--- src/rtl/core_ifetch_responder_if.sv ---
// Fetch request/response and instruction-memory read port bundle.
// slave = responder view, master = stage-1 / memory side view.
interface core_ifetch_responder_if #(
  parameter int ADDR_WIDTH = 32
);
  logic                  req_valid;
  logic                  req_ready;
  logic [ADDR_WIDTH-1:0] req_addr;
  logic                  rsp_valid;
  logic                  rsp_ready;
  logic [31:0]           rsp_data;
  logic                  rsp_fault;
  logic                  mem_rd_en;
  logic [ADDR_WIDTH-1:0] mem_addr;
  logic [31:0]           mem_rdata;
  logic                  mem_fault;

  modport slave (
    input  req_valid, req_addr, rsp_ready,
    input  mem_rdata, mem_fault,
    output req_ready, rsp_valid, rsp_data,
    output rsp_fault, mem_rd_en, mem_addr
  );

  modport master (
    output req_valid, req_addr, rsp_ready,
    output mem_rdata, mem_fault,
    input  req_ready, rsp_valid, rsp_data,
    input  rsp_fault, mem_rd_en, mem_addr
  );
endinterface

--- src/rtl/core_ifetch_responder.sv ---
// Instruction fetch responder: one-cycle memory pipe stage feeding an
// in-order response FIFO, with credit-limited acceptance and flush.
module core_ifetch_responder #(
  parameter int RSP_DEPTH  = 4,
  parameter int ADDR_WIDTH = 32
) (
  input  logic clk,
  input  logic rst_n,
  input  logic flush,
  core_ifetch_responder_if.slave bus
);
  localparam int PW = $clog2(RSP_DEPTH);
  localparam int CW = PW + 1;

  logic [31:0]          dat_q [RSP_DEPTH];
  logic [RSP_DEPTH-1:0] flt_q;

  logic          pipe_v_q, pipe_v_d;
  logic          pipe_mis_q, pipe_mis_d;
  logic [PW-1:0] wptr_q, wptr_d;
  logic [PW-1:0] rptr_q, rptr_d;
  logic [CW-1:0] cnt_q, cnt_d;

  logic          ready;
  logic          accept;
  logic          aligned;
  logic          push;
  logic          pop;
  logic [CW:0]   used;
  logic [31:0]   push_dat;
  logic          push_flt;
  logic          rsp_v;

  // Pipe stage holds a credit too, so in-flight reads never overrun the FIFO
  assign used    = {1'b0, cnt_q} + {{CW{1'b0}}, pipe_v_q};
  assign ready   = rst_n & ~flush & (used < (CW+1)'(RSP_DEPTH));
  assign aligned = (bus.req_addr[1:0] == 2'b00);
  assign accept  = bus.req_valid & ready;

  assign rsp_v   = (cnt_q != '0);
  assign push    = pipe_v_q & ~flush;
  assign pop     = rsp_v & bus.rsp_ready & ~flush;

  assign push_flt = pipe_mis_q | bus.mem_fault;
  assign push_dat = push_flt ? 32'h0 : bus.mem_rdata;

  assign bus.req_ready = ready;
  assign bus.mem_rd_en = accept & aligned;
  assign bus.mem_addr  = bus.req_addr;
  assign bus.rsp_valid = rsp_v;
  assign bus.rsp_data  = rsp_v ? dat_q[rptr_q] : 32'h0;
  assign bus.rsp_fault = rsp_v & flt_q[rptr_q];

  always_comb begin
    pipe_v_d   = accept;
    pipe_mis_d = accept & ~aligned;
    wptr_d     = wptr_q;
    rptr_d     = rptr_q;
    cnt_d      = cnt_q;
    if (flush) begin
      pipe_v_d   = 1'b0;
      pipe_mis_d = 1'b0;
      wptr_d     = '0;
      rptr_d     = '0;
      cnt_d      = '0;
    end else begin
      if (push) wptr_d = wptr_q + 1'b1;
      if (pop)  rptr_d = rptr_q + 1'b1;
      unique case (1'b1)
        (push & ~pop): cnt_d = cnt_q + 1'b1;
        (pop & ~push): cnt_d = cnt_q - 1'b1;
        default:       cnt_d = cnt_q;
      endcase
    end
  end

  always_ff @(posedge clk or negedge rst_n) begin
    if (!rst_n) begin
      pipe_v_q   <= 1'b0;
      pipe_mis_q <= 1'b0;
      wptr_q     <= '0;
      rptr_q     <= '0;
      cnt_q      <= '0;
    end else begin
      pipe_v_q   <= pipe_v_d;
      pipe_mis_q <= pipe_mis_d;
      wptr_q     <= wptr_d;
      rptr_q     <= rptr_d;
      cnt_q      <= cnt_d;
    end
  end

  // Storage needs no reset: entries are only visible through cnt_q
  always_ff @(posedge clk) begin
    if (push) begin
      dat_q[wptr_q] <= push_dat;
      flt_q[wptr_q] <= push_flt;
    end
  end

`ifndef SYNTHESIS
  a_no_overflow: assert property (
    @(posedge clk) disable iff (!rst_n)
    push |-> (cnt_q != CW'(RSP_DEPTH))
  );
`endif

endmodule

--- src/flat_wrapper.sv ---
// flat-port wrapper written by rule: the top's interface ports become plain ports
module core_ifetch_responder_flat 
#(
  parameter int RSP_DEPTH  = 4,
  parameter int ADDR_WIDTH = 32
)
  (clk, rst_n, flush, bus_req_valid, bus_req_addr, bus_rsp_ready, bus_mem_rdata, bus_mem_fault, bus_req_ready, bus_rsp_valid, bus_rsp_data, bus_rsp_fault, bus_mem_rd_en, bus_mem_addr);
  core_ifetch_responder_if #(.ADDR_WIDTH(ADDR_WIDTH)) bus_i ();
  input  logic clk;
  input  logic rst_n;
  input  logic flush;
  input wire logic [$bits(bus_i.req_valid)-1:0] bus_req_valid;
  input wire logic [$bits(bus_i.req_addr)-1:0] bus_req_addr;
  input wire logic [$bits(bus_i.rsp_ready)-1:0] bus_rsp_ready;
  input wire logic [$bits(bus_i.mem_rdata)-1:0] bus_mem_rdata;
  input wire logic [$bits(bus_i.mem_fault)-1:0] bus_mem_fault;
  output wire logic [$bits(bus_i.req_ready)-1:0] bus_req_ready;
  output wire logic [$bits(bus_i.rsp_valid)-1:0] bus_rsp_valid;
  output wire logic [$bits(bus_i.rsp_data)-1:0] bus_rsp_data;
  output wire logic [$bits(bus_i.rsp_fault)-1:0] bus_rsp_fault;
  output wire logic [$bits(bus_i.mem_rd_en)-1:0] bus_mem_rd_en;
  output wire logic [$bits(bus_i.mem_addr)-1:0] bus_mem_addr;
  assign bus_i.req_valid = bus_req_valid;
  assign bus_i.req_addr = bus_req_addr;
  assign bus_i.rsp_ready = bus_rsp_ready;
  assign bus_i.mem_rdata = bus_mem_rdata;
  assign bus_i.mem_fault = bus_mem_fault;
  assign bus_req_ready = bus_i.req_ready;
  assign bus_rsp_valid = bus_i.rsp_valid;
  assign bus_rsp_data = bus_i.rsp_data;
  assign bus_rsp_fault = bus_i.rsp_fault;
  assign bus_mem_rd_en = bus_i.mem_rd_en;
  assign bus_mem_addr = bus_i.mem_addr;
  core_ifetch_responder #(.RSP_DEPTH(RSP_DEPTH), .ADDR_WIDTH(ADDR_WIDTH)) u_core (.clk(clk), .rst_n(rst_n), .flush(flush), .bus(bus_i));
endmodule
--- config.mk ---
export PLATFORM = sky130hd
export DESIGN_NAME = core_ifetch_responder_flat
export DESIGN_NICKNAME = d
export VERILOG_FILES = /design/src/rtl/core_ifetch_responder_if.sv /design/src/rtl/core_ifetch_responder.sv /design/src/flat_wrapper.sv
export SDC_FILE = /design/constraint.sdc
export NUM_CORES = 1
export LEC_CHECK = 0
export ABC_AREA = 0
export ABC_CLOCK_PERIOD_IN_PS = 4200
export BUFFER_PORTS_ARGS = -buffer_cell sky130_fd_sc_hd__buf_2
export CAP_MARGIN = 20
export CORE_ASPECT_RATIO = 1.25
export CORE_MARGIN = 1
export CORE_UTILIZATION = 58
export DETAILED_ROUTE_END_ITERATION = 10
export PLACE_DENSITY = 0.85
export SLEW_MARGIN = 20
export SYNTH_ARGS = -nofsm -noshare
export SYNTH_HDL_FRONTEND = slang
export SYNTH_SLANG_ARGS = --single-unit
--- constraint.sdc ---
create_clock -name clk -period 4.2 [get_ports clk]
set_clock_uncertainty 0.2 [all_clocks]
set_input_delay 0.42 -clock clk [delete_from_list [all_inputs] [get_ports clk]]
set_output_delay 0.42 -clock clk [all_outputs]
set_load 0.03 [all_outputs]
# ---- Word-level counts from Yosys, hierarchy flattened
# Memories as Yosys holds them, arrays and structs flattened.
# Cells that the tools add are included.
dict set report op_classes {
  n_reduce_logical 6
  order_cmp 4
  bitwise_logic 16
  muxes 17
  add_sub_neg 5
}
# operator count
set ops {}
lappend ops {{$mux W32} 2}
lappend ops {{$and A1 B1 Y1} 11}
lappend ops {{$mux W2} 4}
lappend ops {{$lt A2 B3 Y1 const B} 2}
lappend ops {{$mux W1} 6}
lappend ops {{$pmux W3 S2} 1}
lappend ops {{$reduce_bool A3 Y1} 2}
lappend ops {{$add A2 B1 Y2 const B} 2}
lappend ops {{$add A3 B1 Y4} 1}
lappend ops {{$bwmux W4} 1}
lappend ops {{$lt A4 B3 Y1 const B} 1}
lappend ops {{$not A1 Y1} 4}
lappend ops {{$reduce_bool A2 Y1} 2}
lappend ops {{$add A3 B1 Y3 const B} 1}
lappend ops {{$mux W3} 1}
lappend ops {{$sub A3 B1 Y3 const B} 1}
lappend ops {{$bmux W1 S2} 1}
lappend ops {{$demux W1 S2} 1}
lappend ops {{$ge A2 B1 Y1 const B} 1}
lappend ops {{$logic_not A2 Y1} 1}
lappend ops {{$logic_and A1 B1 Y1} 1}
lappend ops {{$or A1 B1 Y1} 1}
dict set report totals {
  output_inout_bits 68
  inputBits 70
  n_memories 1
  mem_bits_rw 128
  wordCells 55
  register_bits 13
}
# memory depth width read_ports rd_ports_with_merged_regs wr line
set memory_table {}
lappend memory_table {u_core.dat_q 4 32 1 0 1 core_ifetch_responder.sv:15} ;# logic [31:0] dat_q [RSP_DEPTH];

# ---- Longest topological paths before layout
dict set report depth {
  ltp_word 7
  ltp_mapped 6
  ltp_nobuf 6
}

# ---- Least setup slack after synthesis
# Ideal clock, no wire load.
dict set report synth_timing {
  path_type {reg-to-reg}
  startpoint {register u_core.cnt_q[1]}
  endpoint {register u_core.cnt_q[1]}
  slack_ns 1.946
  arrival_time_ns 1.964
  required_time_ns 3.910
  path_stages_with_launch 6
  setup_time_ns 0.090
  period_less_slack_ns 2.254
  n_path_buf 0
  cell_sequence {dfrtp_1 o31ai_4 nor3_1 fa_1 or3b_2 o221ai_1}
}
dict set report synth_via {
  elab_chain_cells 7
  word_cells_on_any_way 11
  classes_between {add/sub: 2; mux: 2; bitwise: 5; reduce/logical: 2}
}
# item line
set synth_rtl {}
lappend synth_rtl {{start, declared} core_ifetch_responder.sv:22} ;# logic [CW-1:0] cnt_q, cnt_d;
lappend synth_rtl {{start signal, assigned} core_ifetch_responder.sv:89} ;# cnt_q <= cnt_d;
lappend synth_rtl {{$reduce_bool A3 Y1} core_ifetch_responder.sv:40} ;# assign rsp_v = (cnt_q != '0);
lappend synth_rtl {{$and A1 B1 Y1 (2 in series)} core_ifetch_responder.sv:42} ;# assign pop = rsp_v & bus.rsp_ready & ~flush;
lappend synth_rtl {{$not A1 Y1} core_ifetch_responder.sv:70} ;# (push & ~pop): cnt_d = cnt_q + 1'b1;
lappend synth_rtl {{$and A1 B1 Y1} core_ifetch_responder.sv:70}
lappend synth_rtl {{$pmux W3 S2} core_ifetch_responder.sv:69} ;# unique case (1'b1)
lappend synth_rtl {{$mux W3} core_ifetch_responder.sv:60} ;# if (flush) begin
# Parallel ways exist; a longest one is shown, timed or not.
# A chain may end at the register's enable or synchronous reset.

# ---- Worst setup path in the final report
dict set report layout_timing {
  startpoint {register u_core.rptr_q[0]}
  endpoint {output port bus_rsp_fault}
}
dict set report layout_via {
  elab_chain_cells 3
}
# item line
set layout_rtl {}
lappend layout_rtl {{start, declared} core_ifetch_responder.sv:21} ;# logic [PW-1:0] rptr_q, rptr_d;
lappend layout_rtl {{start signal, assigned} core_ifetch_responder.sv:88} ;# rptr_q <= rptr_d;
lappend layout_rtl {{$bmux W1 S2} core_ifetch_responder.sv:52} ;# assign bus.rsp_fault = rsp_v & flt_q[rptr_q];
lappend layout_rtl {{$mux W1 (implied by the code)} core_ifetch_responder.sv:52}
lappend layout_rtl {{$and A1 B1 Y1} core_ifetch_responder.sv:52}
lappend layout_rtl {{end, declared} flat_wrapper.sv:20} ;# output wire logic [$bits(bus_i.rsp_fault)-1:0] bus_rsp_fault;
# Every way passes these cells. The select of a mux whose other input is x is not followed.

==> results_dict.tcl <==
set metrics [dict create \
    cts.path.max_buffers 2 \
    num_vias 3023 \
    multi_input_area_mm2 0.001508 \
    syn_area_mm2 0.006070 \
    ys_seq_area_share_pct 69.02 \
    cp_max_fo 18 \
    ctsResizeCount 0 \
    synthesis.instances 336 \
    syn_nets 411 \
    hold_ws_ps 81.37 \
    ys_warn_count 0 \
    drtPass1Iterations 8 \
    critical_path.max_stage_delay_ps 740 \
    viasPerCell 5.747 \
    cts_buffers 17 \
    p_total_mw 4.207 \
    core_mm2 0.01016 \
    crit_type "flip-flop to output pin" \
    worst_pin_slew_ps 949.7 \
    arrival_ps 2530 \
    ant_nets 0 \
    p_leak_nw 2.492 \
    place_hpwl_um 6165 \
    critPathSlowestCell "dfrtp_2" \
    ys_ff_latch 141 \
    ioPinCount 138 \
    min_period_over_period_pct 74.94 \
    drv_slew 0 \
    drtIter0Drc 241 \
    cp_top_family "flip-flops" \
    rsz0062_at_grt "false" \
    wl_per_cell_um 20.55 \
    nets 461 \
    post-route-min-period_ps 3148 \
    ir_drop_v 0.0003313 \
    fillers 671 \
    grt_pass1_vias 3163 \
    max_cap_violations 0 \
    ys_top_cells_by_area "edfxtp_1 (65%), mux4_2 (10%), and2_1 (7.1%)" \
    drc 0 \
    synth_edf_count 132 \
    synth_common_cells "edfxtp_1 (132), and2_1 (69), buf_4 (32)" \
    insertion_delay_ps 410 \
    grt_start_max_net_pins 36 \
    grt-ovfl-total 0 \
    crit_buf_inv 2 \
    hold_class "input pin to flip-flop" \
    powerDensity_mw_per_mm2 610.8 \
    dieArea_mm2 0.01088 \
    regArea_mm2 0.004192 \
    drive_above_1_share_pct 36.78 \
    antenna_cells 0 \
    setup_viol 0 \
    tns_ps 0 \
    ys_types 33 \
    crit_path_end_kind "output pin" \
    port_buffers 77 \
    cts_tree "done" \
    totalWireLength_um 10810 \
    cp-start-kind "flip-flop" \
    synth_top_area_share_pct 65.31 \
    synth_ff_type "edfxtp_1" \
    yosysMostFrequentCell "edfxtp_1" \
    required_ps 3580 \
    track_usage_pct 21.31 \
    crit_chain "buf_4, mux4_1, and2_1, buf_2" \
    status "finished, final reports clean" \
    synthArstFlopShare_pct 6.383 \
    grt_pass1_wl_um 16260 \
    hold_viol 0 \
    start_util_pct 59.76 \
    relSlewSlack_pct 36.69 \
    die_h_um 116.4 \
    num_rows 41 \
    yosysTopAreaCell "edfxtp_1" \
    clk_pin_slew_worst_paths_ps 50 \
    area_delta_synth_final_pct 13.48 \
    max_freq_mhz 317.7 \
    antenna_found_initial 0 \
    avgSynthCellArea_um2 18.06 \
    cts_sinks 141 \
    routabilityCongestion 0.7113 \
    dieWidth_um 93.50 \
    cts_root_buf "clkbuf_16" \
    htree_levels 4 \
]
[sequential cells by signal (all words and copies together), names as in the netlist]
register / cells
u_core.cnt_q: 3
u_core.dat_q: 128
u_core.flt_q: 4
u_core.pipe_mis_q: 1
u_core.pipe_v_q: 1
u_core.rptr_q: 2
u_core.wptr_q: 2
[per-layer routing]
layer / global-route usage (%) / wire length (µm)
met1: 24.43 / 4079
met2: 35.88 / 5782
met3: 5.664 / 517
met4: 13.33 / 427
met5: 0 / 0
[power by group]
part | total, mW | switching [mW] | leakage [nW] | internal (mW)
registers | 1.65 | 0.0809 | 1.33 | 1.57
clock network | 1.51 | 0.528 | 0.291 | 0.983
logic | 1.05 | 0.641 | 0.872 | 0.405
[worst min-delay path, cell delays in order]
cell and delay (ps):
buf_2 90, nor2_1 40, nor2_1 90
[layout make-up]
type	count	area share, %
multi-input cells	142	21.89
clock buffers	18	6.231
flip-flops and latches	141	60.85
repair buffers	80	5.958
inverters	4	0.2180
clock inverters	12	2.507
well taps	129	2.343
[repair_timing]
| action | in CTS | in global routing |
|---|---|---|
| hold endpoints to repair | 9 | 0 |
| buffers inserted | 0 | 0 |
| hold buffers | 1 | 0 |
[cells by family after synthesis]
group / synth area share (%)
AO/OA/AOI/OAI: 1.031
XOR/XNOR: 0.8658
adder cells (fa/ha/maj): 1.154
buffers and inverters: 6.287
flip-flops: 69.02
multiplexers: 12.72
AND/OR/NAND/NOR: 8.926
[stage by stage]
step           area [µm²]  utilization, %  setup slack (ps)  std cells
2_1_floorplan        6070               -              1946        336
3_3_place_gp         6275           61.78              1447        495
3_5_place_dp         6275           61.78              1410        495
4_1_cts              6887           67.80             982.4        526
5_1_grt              6888           67.81             856.2        526
6_report             6888           67.81              1052        526
[placed cells by master (no fill, tap or decap), types with 2 or more instances in the layout]
cell and count:
edfxtp_1 132, buf_2 77, and2_1 65, mux4_2 28, clkbuf_16 17, nor2_1 9, dfrtp_1 7, mux4_1 5
inv_1 4, and2_2 4, xnor2_1 4, ha_1 4, clkinv_2 4, bufinv_16 4, nor3_1 2, nor2b_1 2
nand3_1 2, xor2_1 2, clkinv_4 2, clkinvlp_4 2, buf_4 2, dfrtp_2 2
[path summary, 6_finish.rpt]
path / startpoint / end / slack, ps / cells after the start
setup / recovery: u_core.rptr_q[0] / bus_rsp_fault / 1050 / 4
hold / removal: bus_req_addr[0] / u_core.pipe_mis_q / 80 / 3
setup reg to reg: u_core.cnt_q[1] / u_core.cnt_q[1] / 1730 / 5
hold reg to reg: u_core.wptr_q[1] / u_core.wptr_q[1] / 440 / 2
max in group asynchronous: rst_n / u_core.rptr_q[0] / 3390 / 2
min in group asynchronous: rst_n / u_core.pipe_v_q / 200 / 2
(Power assumes the default switching activity.)
